==> config.mk <==
export PLATFORM = sky130hd
export DESIGN_NAME = reg_bank
export DESIGN_NICKNAME = d
export VERILOG_FILES = /design/src/rtl/reg_bank.sv
export SDC_FILE = /design/constraint.sdc
export NUM_CORES = 1
export LEC_CHECK = 0
export CAP_MARGIN = 20
export CORE_ASPECT_RATIO = 0.8
export CORE_MARGIN = 4
export CORE_UTILIZATION = 50
export DETAILED_ROUTE_END_ITERATION = 12
export GPL_TIMING_DRIVEN = 1
export MAX_ROUTING_LAYER = met4
export PLACE_DENSITY = 0.76
export SKIP_CTS_REPAIR_TIMING = 1
export SLEW_MARGIN = 0
export SYNTH_ARGS = -nofsm -noshare
export SYNTH_HDL_FRONTEND = slang
export SYNTH_SLANG_ARGS = --single-unit
==> constraint.sdc <==
create_clock -name clk -period 5.61 [get_ports clk]
set_input_delay 1.122 -clock clk [delete_from_list [all_inputs] [get_ports clk]]
set_output_delay 1.122 -clock clk [all_outputs]
set_load 0.02 [all_outputs]
==> src/rtl/reg_bank.sv <==
// ============================================================================
// reg_bank
// ----------------------------------------------------------------------------
// A bank of D general-purpose registers, each N bits wide. On each clock edge
// one entry can be loaded, shifted, rotated, incremented or decremented. The
// bank also keeps a carry flag that holds the carry, borrow or shifted-out bit
// from the most recent operation that produces one. There are two
// combinational read ports, and port A has a zero detector.
//
// Parameters
//   N   data width of each entry (N >= 2)
//   D   number of entries (D >= 1)
//   AW  address width, derived from D
//
// Ports
//   clk        in   1   clock; all state updates on posedge
//   clear      in   1   asynchronous active-high reset of all entries and carry
//   wr_en      in   1   perform op on entry wr_addr this cycle
//   wr_addr    in   AW  target entry of op (ignored when >= D)
//   op         in   3   operation code (hold/load/shl/shr/rol/ror/inc/dec)
//   wr_data    in   N   data for load
//   ser_in     in   1   serial bit shifted in by shl/shr
//   sclr       in   1   synchronous clear of entry wr_addr, qualified by wr_en
//   rd_addr_a  in   AW  read port A address
//   rd_data_a  out  N   entry rd_addr_a, or 0 when the address is >= D
//   rd_addr_b  in   AW  read port B address
//   rd_data_b  out  N   entry rd_addr_b, or 0 when the address is >= D
//   carry      out  1   carry/borrow/shifted-out bit from last such op
//   zero_a     out  1   high when rd_data_a == 0
// ============================================================================
module reg_bank #(
    parameter int N = 8,
    parameter int D = 4,
    localparam int AW = (D > 1) ? $clog2(D) : 1
) (
    input  logic          clk,
    input  logic          clear,
    input  logic          wr_en,
    input  logic [AW-1:0] wr_addr,
    input  logic [2:0]    op,
    input  logic [N-1:0]  wr_data,
    input  logic          ser_in,
    input  logic          sclr,
    input  logic [AW-1:0] rd_addr_a,
    output logic [N-1:0]  rd_data_a,
    input  logic [AW-1:0] rd_addr_b,
    output logic [N-1:0]  rd_data_b,
    output logic          carry,
    output logic          zero_a
);

    typedef enum logic [2:0] {
        OP_HOLD = 3'b000,
        OP_LOAD = 3'b001,
        OP_SHL  = 3'b010,
        OP_SHR  = 3'b011,
        OP_ROL  = 3'b100,
        OP_ROR  = 3'b101,
        OP_INC  = 3'b110,
        OP_DEC  = 3'b111
    } op_e;

    // Entry count widened by one bit so that an address can be compared with
    // it. This also covers D being an exact power of two.
    localparam logic [AW:0] L_DEPTH = (AW + 1)'(D);

    // ------------------------------------------------------------------------
    // State
    // ------------------------------------------------------------------------
    logic [N-1:0] r_mem [D];
    logic         r_carry;

    // ------------------------------------------------------------------------
    // Address qualification
    // ------------------------------------------------------------------------
    logic w_wr_valid;
    logic w_rd_a_valid;
    logic w_rd_b_valid;

    assign w_wr_valid   = ({1'b0, wr_addr}   < L_DEPTH);
    assign w_rd_a_valid = ({1'b0, rd_addr_a} < L_DEPTH);
    assign w_rd_b_valid = ({1'b0, rd_addr_b} < L_DEPTH);

    // ------------------------------------------------------------------------
    // Next value of the addressed entry and of the carry flag
    // ------------------------------------------------------------------------
    logic [N-1:0] w_cur;
    logic [N-1:0] w_next;
    logic         w_carry_next;

    always_comb begin
        // NOTE: every output of this block gets a value before the case
        // statement. Any path that leaves a signal unassigned would infer a
        // latch.
        w_cur        = w_wr_valid ? r_mem[wr_addr] : '0;
        w_next       = w_cur;
        w_carry_next = r_carry;

        if (sclr) begin
            // The entry clear takes priority over whatever op is presented.
            w_next       = '0;
            w_carry_next = 1'b0;
        end else begin
            case (op_e'(op))
                OP_HOLD: begin
                end
                OP_LOAD: begin
                    w_next = wr_data;
                end
                OP_SHL: begin
                    w_next       = {w_cur[N-2:0], ser_in};
                    w_carry_next = w_cur[N-1];
                end
                OP_SHR: begin
                    w_next       = {ser_in, w_cur[N-1:1]};
                    w_carry_next = w_cur[0];
                end
                OP_ROL: begin
                    w_next       = {w_cur[N-2:0], w_cur[N-1]};
                    w_carry_next = w_cur[N-1];
                end
                OP_ROR: begin
                    w_next       = {w_cur[0], w_cur[N-1:1]};
                    w_carry_next = w_cur[0];
                end
                OP_INC: begin
                    // The extra top bit of the sum is the carry out of the
                    // all-ones entry.
                    {w_carry_next, w_next} = {1'b0, w_cur} + (N + 1)'(1);
                end
                OP_DEC: begin
                    w_next       = w_cur - N'(1);
                    w_carry_next = (w_cur == '0);
                end
                default: begin
                end
            endcase
        end
    end

    // ------------------------------------------------------------------------
    // Register update. clear is asynchronous and overrides everything. Only
    // the addressed entry is written. The carry flag updates on the same edge.
    // ------------------------------------------------------------------------
    always_ff @(posedge clk or posedge clear) begin
        if (clear) begin
            // NOTE: the bank is built from flops, not a RAM macro, so clearing
            // every entry in the async reset branch is legal. It is also
            // required, because every entry must read 0 straight after reset.
            for (int i = 0; i < D; i++) begin
                r_mem[i] <= '0;
            end
            r_carry <= 1'b0;
        end else if (wr_en && w_wr_valid) begin
            // NOTE: state is updated only with non-blocking assignments, so
            // every entry samples pre-edge values no matter how the
            // statements are ordered.
            r_mem[wr_addr] <= w_next;
            r_carry        <= w_carry_next;
        end
    end

    // ------------------------------------------------------------------------
    // Read ports: combinational from stored state, with no write bypass
    // ------------------------------------------------------------------------
    assign rd_data_a = w_rd_a_valid ? r_mem[rd_addr_a] : '0;
    assign rd_data_b = w_rd_b_valid ? r_mem[rd_addr_b] : '0;
    assign zero_a    = (rd_data_a == '0);
    assign carry     = r_carry;

endmodule
==> results of run 1 <==
==> how the worst max path moves through the flow <==
| stage | start | to | depth (start not counted) |
|---|---|---|---|
| final | rd_addr_a[0] | zero_a | 5 |
| after global routing | rd_addr_a[0] | zero_a | 5 |
| after CTS | rd_addr_a[0] | zero_a | 5 |
| after detailed placement | rd_addr_a[0] | zero_a | 5 |
| after global placement | rd_addr_a[0] | zero_a | 5 |
| after floorplan | rd_addr_a[0] | zero_a | 4 |
==> power groups by stage <==
stage                     clock network, mW  logic (mW)  registers, mW
after CTS                             0.231       0.398          0.325
after global placement                    0       0.392          0.325
final                                 0.229       0.403          0.327
after floorplan                           0       0.278          0.308
after detailed placement                  0       0.395          0.329
after global routing                  0.241       0.431          0.331
==> registers in the layout (all words and copies together), names as in the netlist <==
name	cells
carry	1
r_mem	32
==> through the flow <==
step	total power, mW	instances
6_report	0.9593	399
5_1_grt	1.004	399
4_1_cts	0.9533	399
3_5_place_dp	0.7241	391
3_3_place_gp	0.7170	391
2_1_floorplan	0.5854	297
==> cell usage in the layout (no fill, tap or decap), types with 2 or more instances in the layout <==
cell type	count
a31oi_1	9
nor3_1	3
or4_1	4
a32o_1	4
nand3b_1	2
buf_4	3
ha_1	6
a21oi_1	11
nor2b_1	3
mux2i_1	10
nor4b_1	2
o21a_1	3
nor4_1	4
mux2_2	5
nand4_1	5
a32oi_1	2
a22oi_1	4
inv_1	9
clkbuf_8	5
and3b_1	2
a31o_2	2
o211ai_1	3
nor3b_1	3
nand2_1	34
o31ai_1	10
o22ai_1	2
clkdlybuf4s50_1	39
a211oi_1	4
mux4_2	25
or3b_2	2
a22o_1	4
o21ai_0	12
nand3_1	12
dfrtp_1	33
nor2_1	20
==> worst max-delay path, stage by stage <==
cell	delay, ns
clkdlybuf4s50_1	0.78
mux4_2	0.58
or4_1	0.56
nor2_1	0.13
clkdlybuf4s50_1	0.61
==> layer usage <==
metal / wire, um / up-vias / GRT usage [%]
li1: - / 1206 / -
met1: 3535 / 1371 / 36.38
met2: 3891 / 202 / 40.35
met3: 961 / 28 / 5.726
met4: 156 / 0 / 5.601
met5: 0 / - / -
==> kinds of logic (layout without fill, tap and decap cells) <==
| family | Yosys count | count (layout) | synth area share [%] |
|---|---|---|---|
| adder cells (fa/ha/maj) | 6 | 6 | 2.625 |
| AND/OR/NAND/NOR | 105 | 105 | 19.29 |
| multiplexers | 40 | 40 | 25.15 |
| XOR/XNOR | 2 | 2 | 0.6125 |
| AO/OA/AOI/OAI | 76 | 76 | 18.50 |
| flip-flops | 33 | 33 | 28.87 |
| buffers and inverters | 35 | 59 | 4.943 |
==> final cells by class <==
class	instances	area, sq um	area share (%)
clock buffers	5	68.82	2.037
clock inverters	3	46.29	1.370
inverters	9	33.78	1.000
multi-input cells	229	1893	56.04
flip-flops and latches	33	825.8	24.44
well taps	78	97.59	2.889
repair buffers	42	412.9	12.22
==> results.json, run 1 <==
{
  "min_path_type": "register to register",
  "syn_area_sq_um": 2860,
  "htree_levels": 2,
  "grt_antenna_before_repair": 0,
  "path_max_fanout": 8,
  "nets": 348,
  "cts_tree": "done",
  "fmax_mhz": 203.9,
  "leakage_nw": 1.284,
  "grt.overflow.total": 0,
  "powerDensity_nw_per_um2": 284.0,
  "period_needed_ns": 4.904,
  "areaGrowthSynthToFinish_pct": 18.11,
  "drive_gt1_share_pct": 15.26,
  "post-route-cell-area_sq_um": 3378,
  "die_h_um": 75.65,
  "finish.utilization_pct": 61.48,
  "synth_edf_count": 0,
  "grt_max_degree": 34,
  "p_seq_share_pct": 34.1,
  "dr_total_vias": 2807,
  "grt_pass1_vias": 2546,
  "reg2reg_slack_ns": 2.64,
  "syn_nets": 325,
  "drc_errors": 0,
  "holdPathStages": 2,
  "dpl-instance-area_sq_um": 3263,
  "period_share_pct": 87.42,
  "routed_via_density": 7.035,
  "start_kind": "primary input",
  "synth_largest_area_cell": "dfrtp_1",
  "switching_share_pct": 37.68,
  "synth_top_area_share_pct": 28.87,
  "setup_viol": 0,
  "synth.distinct_cells": 52,
  "slew_viol_final": 0,
  "synthCells": 297,
  "seq_area_frac_synth_pct": 28.87,
  "ys_async_sr_fraction_pct": 100.0,
  "slew_headroom_pct": 35.82,
  "wire_per_inst_um": 21.41,
  "antenna_cells": 0,
  "clock_path_buffers": 2,
  "yosysMostFrequentCell": "nand2_1",
  "gp_congestion": 0.9950,
  "initial_core_util_pct": 52.05,
  "cts_made_buffers": 5,
  "status": "completed",
  "drt_first_pass_iters": 6,
  "finalHoldViolCount": 0,
  "grt_use_total_pct": 26.29,
  "drt_iter0_drc": 370,
  "hpwl_um": 6234,
  "yosys-top-cells-count": "34 x nand2_1, 33 x dfrtp_1, 25 x mux4_2",
  "postRouteAntennaNets": 0,
  "r2r-end": "r_mem[28]",
  "min_from": "carry",
  "grt_setup_unrepaired": "no",
  "r2r_start": "r_mem[8]",
  "cts_sinks": 33,
  "finalClockSkew_ns": 0.007689,
  "clk_pin_slew_ns": 0.07,
  "synth_warnings": 0,
  "synth_ff_type": "dfrtp_1",
  "die_w_um": 92.56,
  "intPower_mw": 0.5978,
  "p_clk_share_pct": 23.8,
  "io_pins": 40,
  "fin_tns_setup_ns": 0,
  "synth-seq-cells": 33,
  "cp_data_arrival_time_ns": 3.78,
  "grt_first_pass_wirelength_um": 13660,
  "fin_ws_ns": 0.7058,
  "rr_worst_depth": 8,
  "vdd_drop_max_uv": 156.0,
  "holdWs_ns": 0.4809,
  "pre_cts_slack_ns": 0.6993,
  "portBuffers": 39,
  "crit_type": "primary input to primary output",
  "clock_latency_ns": 0.29,
  "p_comb_share_pct": 42.0,
  "netSwitchingPower_mw": 0.3615,
  "critPathRequiredTime_ns": 4.49,
  "syn_avg_cell_area_sq_um": 9.630,
  "routed_wl_um": 8544,
  "cp-end-kind": "primary output",
  "drv_cap": 0,
  "min_to": "carry",
  "worst_pin_slew_ns": 0.9592,
  "rows": 24,
  "die_area_sq_um": 7002,
  "netlist_top_cells_area": "dfrtp_1 29%, mux4_2 20%, nand2_1 4.5%",
  "core_sq_um": 5495,
  "ctsRootBufferMaster": "clkbuf_8",
  "fillers": 468
}
Power figures use the tool's default switching activity.
==> inputs of run 2 (changes only) <==
--- a/config.mk
+++ b/config.mk
@@ -5,7 +5,7 @@
 export SDC_FILE = /design/constraint.sdc
 export NUM_CORES = 1
 export LEC_CHECK = 0
-export CAP_MARGIN = 20
+export CAP_MARGIN = 25
 export CORE_ASPECT_RATIO = 0.8
 export CORE_MARGIN = 4
 export CORE_UTILIZATION = 50
@@ -13,6 +13,7 @@
 export GPL_TIMING_DRIVEN = 1
 export MAX_ROUTING_LAYER = met4
 export PLACE_DENSITY = 0.76
+export REMOVE_ABC_BUFFERS = 1
 export SKIP_CTS_REPAIR_TIMING = 1
 export SLEW_MARGIN = 0
 export SYNTH_ARGS = -nofsm -noshare
==> run 2 against run 1 <==
Against the previous run: setup slack worse by 0.054 ns; combinational power grew 1%; global-route usage shrank 0.80 points; total power shrank 4.3%; routed wire length decreased by 1.3%; register-to-register slack improved by 0.09 ns.
==> results.json, run 2 (same netlist as run 1, synthesis figures left out) <==
{
  "layout_commonest_cell": "clkdlybuf4s50_1",
  "clock_path_buffers": 2,
  "die_w_um": 92.56,
  "setup_viol": 0,
  "grt_antenna_before_repair": 0,
  "fillers": 463,
  "gp_congestion": 0.8926,
  "period_needed_ns": 4.958,
  "wire_per_inst_um": 20.99,
  "reg2reg_slack_ns": 2.73,
  "p_clk_share_pct": 20.7,
  "hpwl_um": 6160,
  "nets": 351,
  "drt_first_pass_iters": 5,
  "critPathBufInv": 2,
  "cts_made_buffers": 5,
  "clk_pin_slew_ns": 0.08,
  "postRouteAntennaNets": 0,
  "cts_tree": "done",
  "grt_use_total_pct": 25.50,
  "slew_viol_final": 0,
  "p_seq_share_pct": 35.0,
  "finalHoldViolCount": 0,
  "cpPeakStageDelay_ns": 0.82,
  "powerDensity_nw_per_um2": 271.9,
  "grt_first_pass_wirelength_um": 13190,
  "leakage_nw": 1.280,
  "largest_register_ffs": 32,
  "finalClockSkew_ns": 0.009480,
  "totalPowerFinal_mw": 0.9182,
  "worst_pin_slew_ns": 0.7881,
  "grt_pass1_vias": 2498,
  "regMostFlops": "r_mem",
  "fin_tns_setup_ns": 0,
  "wl_met1_um": 3500,
  "fmax_mhz": 201.7,
  "cp_data_arrival_time_ns": 3.84,
  "io_pins": 40,
  "status": "completed",
  "crit_type": "primary input to primary output",
  "die_area_sq_um": 7002,
  "cp_common_cell": "clkdlybuf4s50_1",
  "wl_met2_um": 3941,
  "critPathRequiredTime_ns": 4.49,
  "routed_via_density": 6.876,
  "grt_setup_unrepaired": "no",
  "die_h_um": 75.65,
  "netSwitchingPower_mw": 0.3647,
  "grt_max_degree": 34,
  "start_kind": "primary input",
  "routed.top_layer": "met4",
  "htree_levels": 2,
  "area.sequential_sq_um": 825.8,
  "switching_share_pct": 39.72,
  "period_share_pct": 88.38,
  "drive_gt1_share_pct": 16.05,
  "path_max_fanout": 8,
  "dr_total_vias": 2764,
  "multiInputGateArea_sq_um": 1893,
  "areaGrowthSynthToFinish_pct": 18.07,
  "grt.overflow.total": 0,
  "timing.critical_path.max_delay_family": "buffers and inverters",
  "cts_sinks": 33,
  "cp-end-kind": "primary output",
  "vdd_drop_max_uv": 203.2,
  "mostFrequentLayoutCells": "39 x clkdlybuf4s50_1, 34 x nand2_1, 33 x dfrtp_1",
  "rows": 24,
  "p_comb_share_pct": 44.4,
  "initial_core_util_pct": 52.05,
  "intPower_mw": 0.5535,
  "antenna_cells": 0,
  "drt_iter0_drc": 408,
  "routed_wl_um": 8437,
  "drc_errors": 0,
  "clock_latency_ns": 0.30,
  "ctsRootBufferMaster": "clkbuf_8",
  "crit_chain": "clkdlybuf4s50_1 > mux4_2 > or4_1 > nor2_1 > clkdlybuf4s50_1",
  "crit_slowest_cell": "clkdlybuf4s50_1",
  "min_path_type": "register to register",
  "slew_headroom_pct": 47.29,
  "portBuffers": 39,
  "drv_cap": 0,
  "wl_met3_um": 894,
  "core_sq_um": 5495
}
[run 2: changes by cell type in the layout (fill, tap and decap cells not counted)]
cell	previous run	this run
clkinvlp_4	1	3
bufinv_16	1	0
buf_4	3	6
clkinv_4	1	0
[run 2: through the flow]
stage          util [%]  hold WS [ns]  setup slack (ns)  std cells  cell area [sq um]
6_report          61.45        0.4863            0.6519        402               3377
3_5_place_dp      59.79        0.4735            0.6588        394               3286
4_1_cts           61.45        0.4916            0.6588        402               3377
2_1_floorplan         -        0.4766             1.962        271               2753
3_3_place_gp      59.79        0.4685            0.7073        394               3286
5_1_grt           61.45        0.5000            0.5696        402               3377
[run 2: layout make-up]
class / count / share of cell area (%)
tap: 78 / 2.890
timing repair buffer: 45 / 12.89
multi-input combinational: 229 / 56.06
sequential: 33 / 24.45
clock buffer: 5 / 2.038
inverter: 9 / 1.000
clock inverter: 3 / 0.6669
[run 2: layer usage]
metal / vias up / global-route usage [%]
met5: - / -
met4: 0 / 4.448
met3: 17 / 6.811
met2: 182 / 38.26
met1: 1353 / 35.56
li1: 1212 / -
[run 2: power by group through the flow]
stage / logic (mW) / registers (mW) / clock network, mW
2_1_floorplan: 0.258 / 0.308 / 0
3_3_place_gp: 0.393 / 0.321 / 0
3_5_place_dp: 0.401 / 0.324 / 0
4_1_cts: 0.402 / 0.318 / 0.190
5_1_grt: 0.434 / 0.326 / 0.198
6_report: 0.407 / 0.321 / 0.190
[run 2: path summary, 6_finish.rpt]
path,start,endpoint,cells after the start
hold reg to reg,carry,carry,2
max in group asynchronous,clear,r_mem[14],3
hold / removal,carry,carry,2
min in group asynchronous,clear,r_mem[28],3
setup / recovery,rd_addr_a[0],zero_a,5
setup reg to reg,r_mem[25],r_mem[12],8
[run 2: tightest hold or removal path, delay by kind of cell (launching register included)]
family,cells,cell delay (ns)
flip-flops,1,0.35
AO/OA/AOI/OAI,1,0.06
AND/OR/NAND/NOR,1,0.04
